[config.mk]
export PLATFORM = sky130hd
export DESIGN_NAME = sat_count_monitor
export DESIGN_NICKNAME = d
export VERILOG_FILES = /design/src/rtl/sat_mon_pkg.sv /design/src/rtl/sat_dwell_counter.sv /design/src/rtl/sat_count_monitor.sv
export SDC_FILE = /design/constraint.sdc
export NUM_CORES = 1
export LEC_CHECK = 0
export CORE_MARGIN = 2
export CORE_UTILIZATION = 25
export DETAILED_ROUTE_END_ITERATION = 8
export GPL_TIMING_DRIVEN = 0
export HOLD_SLACK_MARGIN = 0.15
export MAX_ROUTING_LAYER = met4
export SETUP_SLACK_MARGIN = 0.02
export SYNTH_ARGS = -nofsm -noshare
export SYNTH_HDL_FRONTEND = slang
export SYNTH_HIERARCHICAL = 1
export SYNTH_SLANG_ARGS = --single-unit
[constraint.sdc]
create_clock -name clk -period 7.02 [get_ports clk]
set_input_delay 0.702 -clock clk [delete_from_list [all_inputs] [get_ports clk]]
set_output_delay 0.702 -clock clk [all_outputs]
set_load 0.02 [all_outputs]
[src/rtl/sat_mon_pkg.sv]
// Shared definitions for the saturating-counter monitor: FSM states,
// sticky error codes and default geometry of the upstream counter.
package sat_mon_pkg;

  // Monitor phase; encoding is visible on the state output port.
  typedef enum logic [1:0] {
    IDLE = 2'd0,
    RAMP = 2'd1,
    SAT  = 2'd2,
    ERR  = 2'd3
  } mon_state_t;

  // Sticky error causes reported on err_code.
  localparam logic [1:0] ERR_NONE  = 2'd0;  // no violation seen
  localparam logic [1:0] ERR_RANGE = 2'd1;  // value above LIMIT while ramping
  localparam logic [1:0] ERR_STEP  = 2'd2;  // ramp skipped or repeated a value
  localparam logic [1:0] ERR_LEAVE = 2'd3;  // left LIMIT without restarting at 0

  // Defaults matching the upstream 11-bit counter that saturates at 200.
  localparam int DEF_W       = 11;
  localparam int DEF_LIMIT   = 200;
  localparam int DEF_DWELL_W = 16;

endpackage

[src/rtl/sat_dwell_counter.sv]
// Dwell-time counter: counts enabled cycles, holds at all-ones, and has a
// synchronous clear that beats the enable.
module sat_dwell_counter #(
  parameter int DWELL_W = 16
) (
  input  logic               clk,
  input  logic               rst,
  input  logic               clr,
  input  logic               en,
  output logic [DWELL_W-1:0] cnt
);

  // Saturating increment; clear has priority so a re-entry starts at zero.
  always_ff @(posedge clk or negedge rst) begin
    if (!rst)                       cnt <= '0;
    else if (clr)                   cnt <= '0;
    else if (en && (cnt != '1))     cnt <= cnt + 1'b1;
  end

endmodule

[src/rtl/sat_count_monitor.sv]
// Checker for a saturating up-counter stage. Follows the sampled value
// through ramp and saturation, pulses on saturation entry, measures dwell
// at the limit and latches the first protocol violation until cleared.
module sat_count_monitor
  import sat_mon_pkg::*;
#(
  parameter int W       = DEF_W,
  parameter int LIMIT   = DEF_LIMIT,
  parameter int DWELL_W = DEF_DWELL_W
) (
  input  logic               clk,
  input  logic               rst,
  input  logic               clr,
  input  logic [W-1:0]       c_in,
  output logic [1:0]         state,
  output logic               sat_pulse,
  output logic [DWELL_W-1:0] dwell_cnt,
  output logic               err,
  output logic [1:0]         err_code
);

  localparam logic [W-1:0] LIM = W'(LIMIT);

  mon_state_t   st, nxt_st;
  logic [W-1:0] prev_c;
  logic         nxt_err, nxt_pulse;
  logic [1:0]   nxt_code;
  logic         dw_clr, dw_en;

  // Sample classification. The successor is formed one bit wider so an
  // all-ones previous value has no legal successor instead of wrapping to 0.
  logic [W:0]   prev_inc;
  logic         is_zero, is_lim, is_over, is_step;

  assign prev_inc = {1'b0, prev_c} + 1'b1;
  assign is_zero  = (c_in == '0);
  assign is_lim   = (c_in == LIM);
  assign is_over  = (c_in > LIM);
  assign is_step  = ({1'b0, c_in} == prev_inc);

  // Next-state and error decision; clear overrides any transition or error.
  always_comb begin
    nxt_st    = st;
    nxt_err   = err;
    nxt_code  = err_code;
    nxt_pulse = 1'b0;
    dw_clr    = 1'b0;
    dw_en     = 1'b0;
    if (clr) begin
      nxt_st   = IDLE;
      nxt_err  = 1'b0;
      nxt_code = ERR_NONE;
      dw_clr   = 1'b1;
    end else begin
      case (st)
        IDLE: begin
          if (is_zero) nxt_st = RAMP;
        end
        RAMP: begin
          if (is_zero) begin
            nxt_st = RAMP;                 // upstream restarted
          end else if (is_over) begin
            nxt_st   = ERR;                // range beats step
            nxt_err  = 1'b1;
            nxt_code = ERR_RANGE;
          end else if (is_step && is_lim) begin
            nxt_st    = SAT;
            nxt_pulse = 1'b1;
            dw_clr    = 1'b1;
          end else if (is_step) begin
            nxt_st = RAMP;
          end else begin
            nxt_st   = ERR;
            nxt_err  = 1'b1;
            nxt_code = ERR_STEP;
          end
        end
        SAT: begin
          if (is_lim) begin
            dw_en = 1'b1;
          end else if (is_zero) begin
            nxt_st = RAMP;
            dw_clr = 1'b1;
          end else begin
            nxt_st   = ERR;                // dwell stays frozen
            nxt_err  = 1'b1;
            nxt_code = ERR_LEAVE;
          end
        end
        default: ;                         // ERR is sticky, input ignored
      endcase
    end
  end

  // Registered state, flags and the previous sample.
  always_ff @(posedge clk or negedge rst) begin
    if (!rst) begin
      st        <= IDLE;
      prev_c    <= '0;
      sat_pulse <= 1'b0;
      err       <= 1'b0;
      err_code  <= ERR_NONE;
    end else begin
      st        <= nxt_st;
      prev_c    <= c_in;
      sat_pulse <= nxt_pulse;
      err       <= nxt_err;
      err_code  <= nxt_code;
    end
  end

  sat_dwell_counter #(.DWELL_W(DWELL_W)) u_dwell (
    .clk (clk),
    .rst (rst),
    .clr (dw_clr),
    .en  (dw_en),
    .cnt (dwell_cnt)
  );

  assign state = st;

endmodule

; ---- Word level (Yosys, flattened, before mapping)
; Index checks and enable logic that the tools add are counted.
[totals]
regBits = 33
latch_bits = 0
mem_bits_rw = 0
rom_bits = 0
in_bits = 14
output_inout_bits = 22
word_cells = 68
memories = 0
[classes]
addsub = 2
n_mul = 0
div = 0
order_cmp = 1
eq_ne = 11
shift = 0
mux = 39
bitwise = 0
n_reduce_logical = 9
[ops]
columns = op, n
row1 = $mux W16, 2
row2 = $mux W2, 15
row3 = $mux W1, 18
row4 = $add A16 B1 Y16 const B, 1
row5 = $ne A16 B16 Y1 const B, 1
row6 = $add A11 B1 Y12 const B, 1
row7 = $eq A11 B12 Y1, 1
row8 = $ne A3 B3 Y1 const B, 4
row9 = $eq A11 B8 Y1 const B, 1
row10 = $gt A11 B8 Y1 const B, 1
row11 = $logic_not A11 Y1, 1
row12 = $ne A4 B4 Y1 const B, 2
row13 = $pmux W2 S3, 1
row14 = $reduce_and A6 Y1, 1
row15 = $pmux W1 S2, 2
row16 = $pmux W2 S2, 1
row17 = $reduce_bool A4 Y1, 1
row18 = $reduce_and A3 Y1, 1
row19 = $reduce_bool A3 Y1, 1
row20 = $eq A2 B1 Y1 const B, 1
row21 = $eq A2 B2 Y1 const B, 1
row22 = $logic_and A1 B1 Y1, 2
row23 = $logic_not A2 Y1, 1
row24 = $reduce_bool A2 Y1, 1

; ---- Depth between registers and ports, before layout
[logic_depth]
word_depth = 9
mapped_depth = 11

; ---- Hierarchy
; Netlist, hierarchy kept.
[modules_own_cells]
columns = mod, n_inst, cells_per_inst, area_per_inst_um2, seq_area_each_um2
row1 = sat_count_monitor, 1, 129, 1191.1, 425.4
row2 = sat_dwell_counter, 1, 94, 930.9, 400.4

; ---- Worst setup path after synthesis
; No wires, ideal clock.
[synth_path]
kind = input -> register
from = in c_in[10]
to = reg u_dwell.cnt[13]
t_arrival_ns = 2.940
path_slack_ns = 4.002
path_stages = 9
cell_sequence = or3_1 > nor4_1 > nand3_1 > nor3_1 > buf_4 > and4_2 > nand4b_1 > or4_1 > a21oi_1
[synth_via]
elab_cells_between_ends = 18
cone_classes = 1 x order compare / 2 x eq/ne / 11 x mux / 4 x reduce/logical
[synth_lines]
columns = item, line
row1 = from (decl), sat_count_monitor.sv:14  ; input logic [W-1:0] c_in,
row2 = $eq A11 B8 Y1, sat_count_monitor.sv:37  ; assign is_lim = (c_in == LIM);
row3 = $mux W1, sat_count_monitor.sv:79  ; if (is_lim) begin
row4 = $mux W1, sat_count_monitor.sv:55  ; case (st)
row5 = $mux W1, sat_count_monitor.sv:49  ; if (clr) begin
row6 = net dw_en, sat_count_monitor.sv:28  ; logic dw_clr, dw_en;
row7 = $logic_and A1 B1 Y1, sat_dwell_counter.sv:17  ; else if (en && (cnt != '1)) cnt <= cnt + 1'b1;
row8 = $reduce_bool A2 Y1 (no line), n/a
row9 = to (signal assigned), sat_dwell_counter.sv:17
row10 = to (decl), sat_dwell_counter.sv:10  ; output logic [DWELL_W-1:0] cnt
; The timed path passes the listed nets, and every way through them passes these cells.
; A chain may end at the register's enable or synchronous reset.

; ---- Final worst setup path
; Ends and elaborated chain as after synthesis.

==> flow_summary.yaml <==
worst_setup_path:
  cp_slowest_stage_delay_ns: 0.47
  endpoint_kind: "flip-flop"
  cpMaxStageDelayCell: "or3_1"
  worstSetupStartpointType: "input port"
  critical_path_arrival_ns: 3.83
  cp_max_fo: 9
  path_cells: "clkdlybuf4s50_1 -> or3_1 -> nor4_1 -> nand3_1 -> nor3_1 -> buf_4 -> and4_2 -> nand4b_1 -> or4_1 -> a21oi_1"
  required_ns: 7.24
  worstSetupPathType: "in -> reg"
grt:
  grt_usage_pct: 12.8
  antenna_found_initial: 0
  gr-total-overflow: 0
  grt_max_degree: 34
  grt_pass1_vias: 1856
  grt_pass1_wl_mm: 8.98
timing:
  slew_headroom_pct: 47.0
  fmax_ghz: 0.277
  setup_viol: 0
  drv_slew: 0
  fin_skew_ns: 0.0133
  period_needed_ns: 3.61
  fin_tns_setup_ns: 0
  worst_pin_slew_ns: 0.795
  fin_crit_sh_pct: 51.4
  hold_viol: 0
  rsz0062_at_grt: "false"
clock_tree:
  postCtsHoldBufs: 0
  path_clk_slew_ns: 0.08
  cts_resized: 0
  numCtsBuffers: 5
  cts_root_buf: "clkbuf_8"
  cts_tree: "yes"
  clk-insertion-delay-late_ns: 0.30
  clockBufferDepth: 2
  post_cts_buffers: 0
  cts-htree-levels: 2
  clock-sinks: 33
floorplan:
  pin_count: 36
  dieArea_mm2: 0.00924
  die_y_um: 96.1
  core_area_mm2: 0.00822
  die_w_um: 96.1
  initial_core_util_pct: 25.8
  row_count: 33
yosys:
  ys.flop_type: "dfrtp_1"
  syn-mean-instance-area_um2: 9.52
  synth-edff-count: 0
  yosysMostFrequentCell: "dfrtp_1"
  synth_area_mm2: 0.00212
  netlist_top_cells_area: "dfrtp_1 39%, xnor2_1 3.7%, a21oi_1 3.1%"
  yosysTopAreaCellShare_pct: 38.9
  yosysWarnings: 6
  synth_common_cells: "33 x dfrtp_1, 13 x a21oi_1, 13 x nand2_1, 13 x nor2_1, 13 x nor3_1"
  ys_ff_latch: 33
  synth.distinct_cells: 60
  synth_top_area_cell: "dfrtp_1"
  async_flop_share_pct: 100
  syn_inst: 223
  yosysSeqAreaShare_pct: 38.9
  synth_fp_nets: 242
finish:
  ff_latch_area_um2: 826
  fillCellCount: 857
  syn2layout_area_growth_pct: 27.4
  multi_input_area_mm2: 0.00122
  fin_area_mm2: 0.00270
  drive_gt1_share_pct: 10.9
  antennaDiodeCount: 0
  nets: 283
drt:
  ant_nets: 0
  vias: 1871
  drc: 0
  vias_per_cell: 5.06
  wl_per_cell_um: 14.3
  firstDrtPassIters: 5
  detail_route.iter0.violations: 33
  drt-total-wl_mm: 5.29
place:
  dpl.hpwl_mm: 3.81
  dpl_cell_area_mm2: 0.00259
  port_buffers: 34
  gp_congestion: 0.802
job:
  maxCapViolations: 0
power_and_ir_drop:
  power_density_mw_per_mm2: 169
  vdd_drop_max_v: 0.0000730
  p_leak_nw: 1.01
status:
  status: "complete, no violations"
min_path:
  hp-class: "in -> async"
per-layer routing:
| metal | track usage [%] | wire [um] | vias up |
|---|---|---|---|
| li1 | - | - | 929 |
| met1 | 17.1 | 2580 | 895 |
| met2 | 19.4 | 2420 | 40 |
| met3 | 2.90 | 244 | 7 |
| met4 | 3.45 | 47 | 0 |
| met5 | - | 0 | - |
placed cells by master, fill, tap and decap left out, types with 6 or more instances in the layout:
cell             count
xnor2_1              9
or3_1               10
nor3_1              13
o21ai_0              6
nor2_1              13
nand2_1             13
dfrtp_1             33
nand4_1              6
a21oi_1             13
clkdlybuf4s50_1     33
nand3_1             10
o31ai_1              6
inv_1               10
sequential cells by signal (all words and copies together) (netlist names):
name / cells
state: 2
u_dwell/cnt: 16
err: 1
sat_pulse: 1
prev_c: 11
err_code: 2
critical path: cells and delay by family:
| kind | cells | cell delay [ns] |
|---|---|---|
| simple gates | 7 | 2.33 |
| buf+inv | 2 | 0.65 |
| compound gates | 1 | 0.15 |
final timing paths:
path                       slack (ns)      startpoint  cells after the start              end
setup reg to reg                 3.56       prev_c[0]                     11   u_dwell/cnt[8]
min in group clk                 0.54  u_dwell/cnt[7]                      1   u_dwell/cnt[7]
setup / recovery                 3.41        c_in[10]                     10  u_dwell/cnt[13]
hold reg to reg                  0.54  u_dwell/cnt[7]                      1   u_dwell/cnt[7]
hold / removal                   0.49             rst                      1              err
max in group asynchronous        6.03             rst                      1      err_code[0]
cell type report:
cell class | instances | share of cell area [%]
Multi-Input combinational cell | 173 | 45.1
Buffer | 7 | 1.48
Clock buffer | 5 | 2.55
Clock inverter | 3 | 1.71
Inverter | 10 | 1.39
Tap cell | 105 | 4.86
Sequential cell | 33 | 30.5
Timing Repair Buffer | 34 | 12.4
stage by stage:
| stage | setup slack, ns | hold WS, ns | instances | total power [W] | util (%) |
|---|---|---|---|---|---|
| floorplan | 4.00 | 0.406 | 223 | 0.000246 | - |
| global placement | 3.09 | 0.520 | 362 | 0.000273 | 31.6 |
| detailed placement | 3.09 | 0.529 | 362 | 0.000274 | 31.5 |
| CTS | 3.40 | 0.516 | 370 | 0.000466 | 32.9 |
| global route | 3.05 | 0.550 | 370 | 0.000482 | 32.9 |
| finish | 3.41 | 0.487 | 370 | 0.000458 | 32.9 |
power breakdown:
part | switching [W] | leakage [nW] | internal [W]
clock | 0.0000814 | 0.0543 | 0.000106
sequential | 0.00000611 | 0.435 | 0.000196
combinational | 0.0000380 | 0.523 | 0.0000300
total | 0.000126 | 1.01 | 0.000332
cells by family after synthesis:
group | after synthesis | share of synthesized area (%)
simple gates | 98 | 28.9
compound gates | 53 | 17.8
flops | 33 | 38.9
buf+inv | 17 | 3.66
xor+xnor | 13 | 5.37
fa+ha+maj | 5 | 2.95
mux | 4 | 2.42
Note: power is estimated with default switching activity, not from simulation.
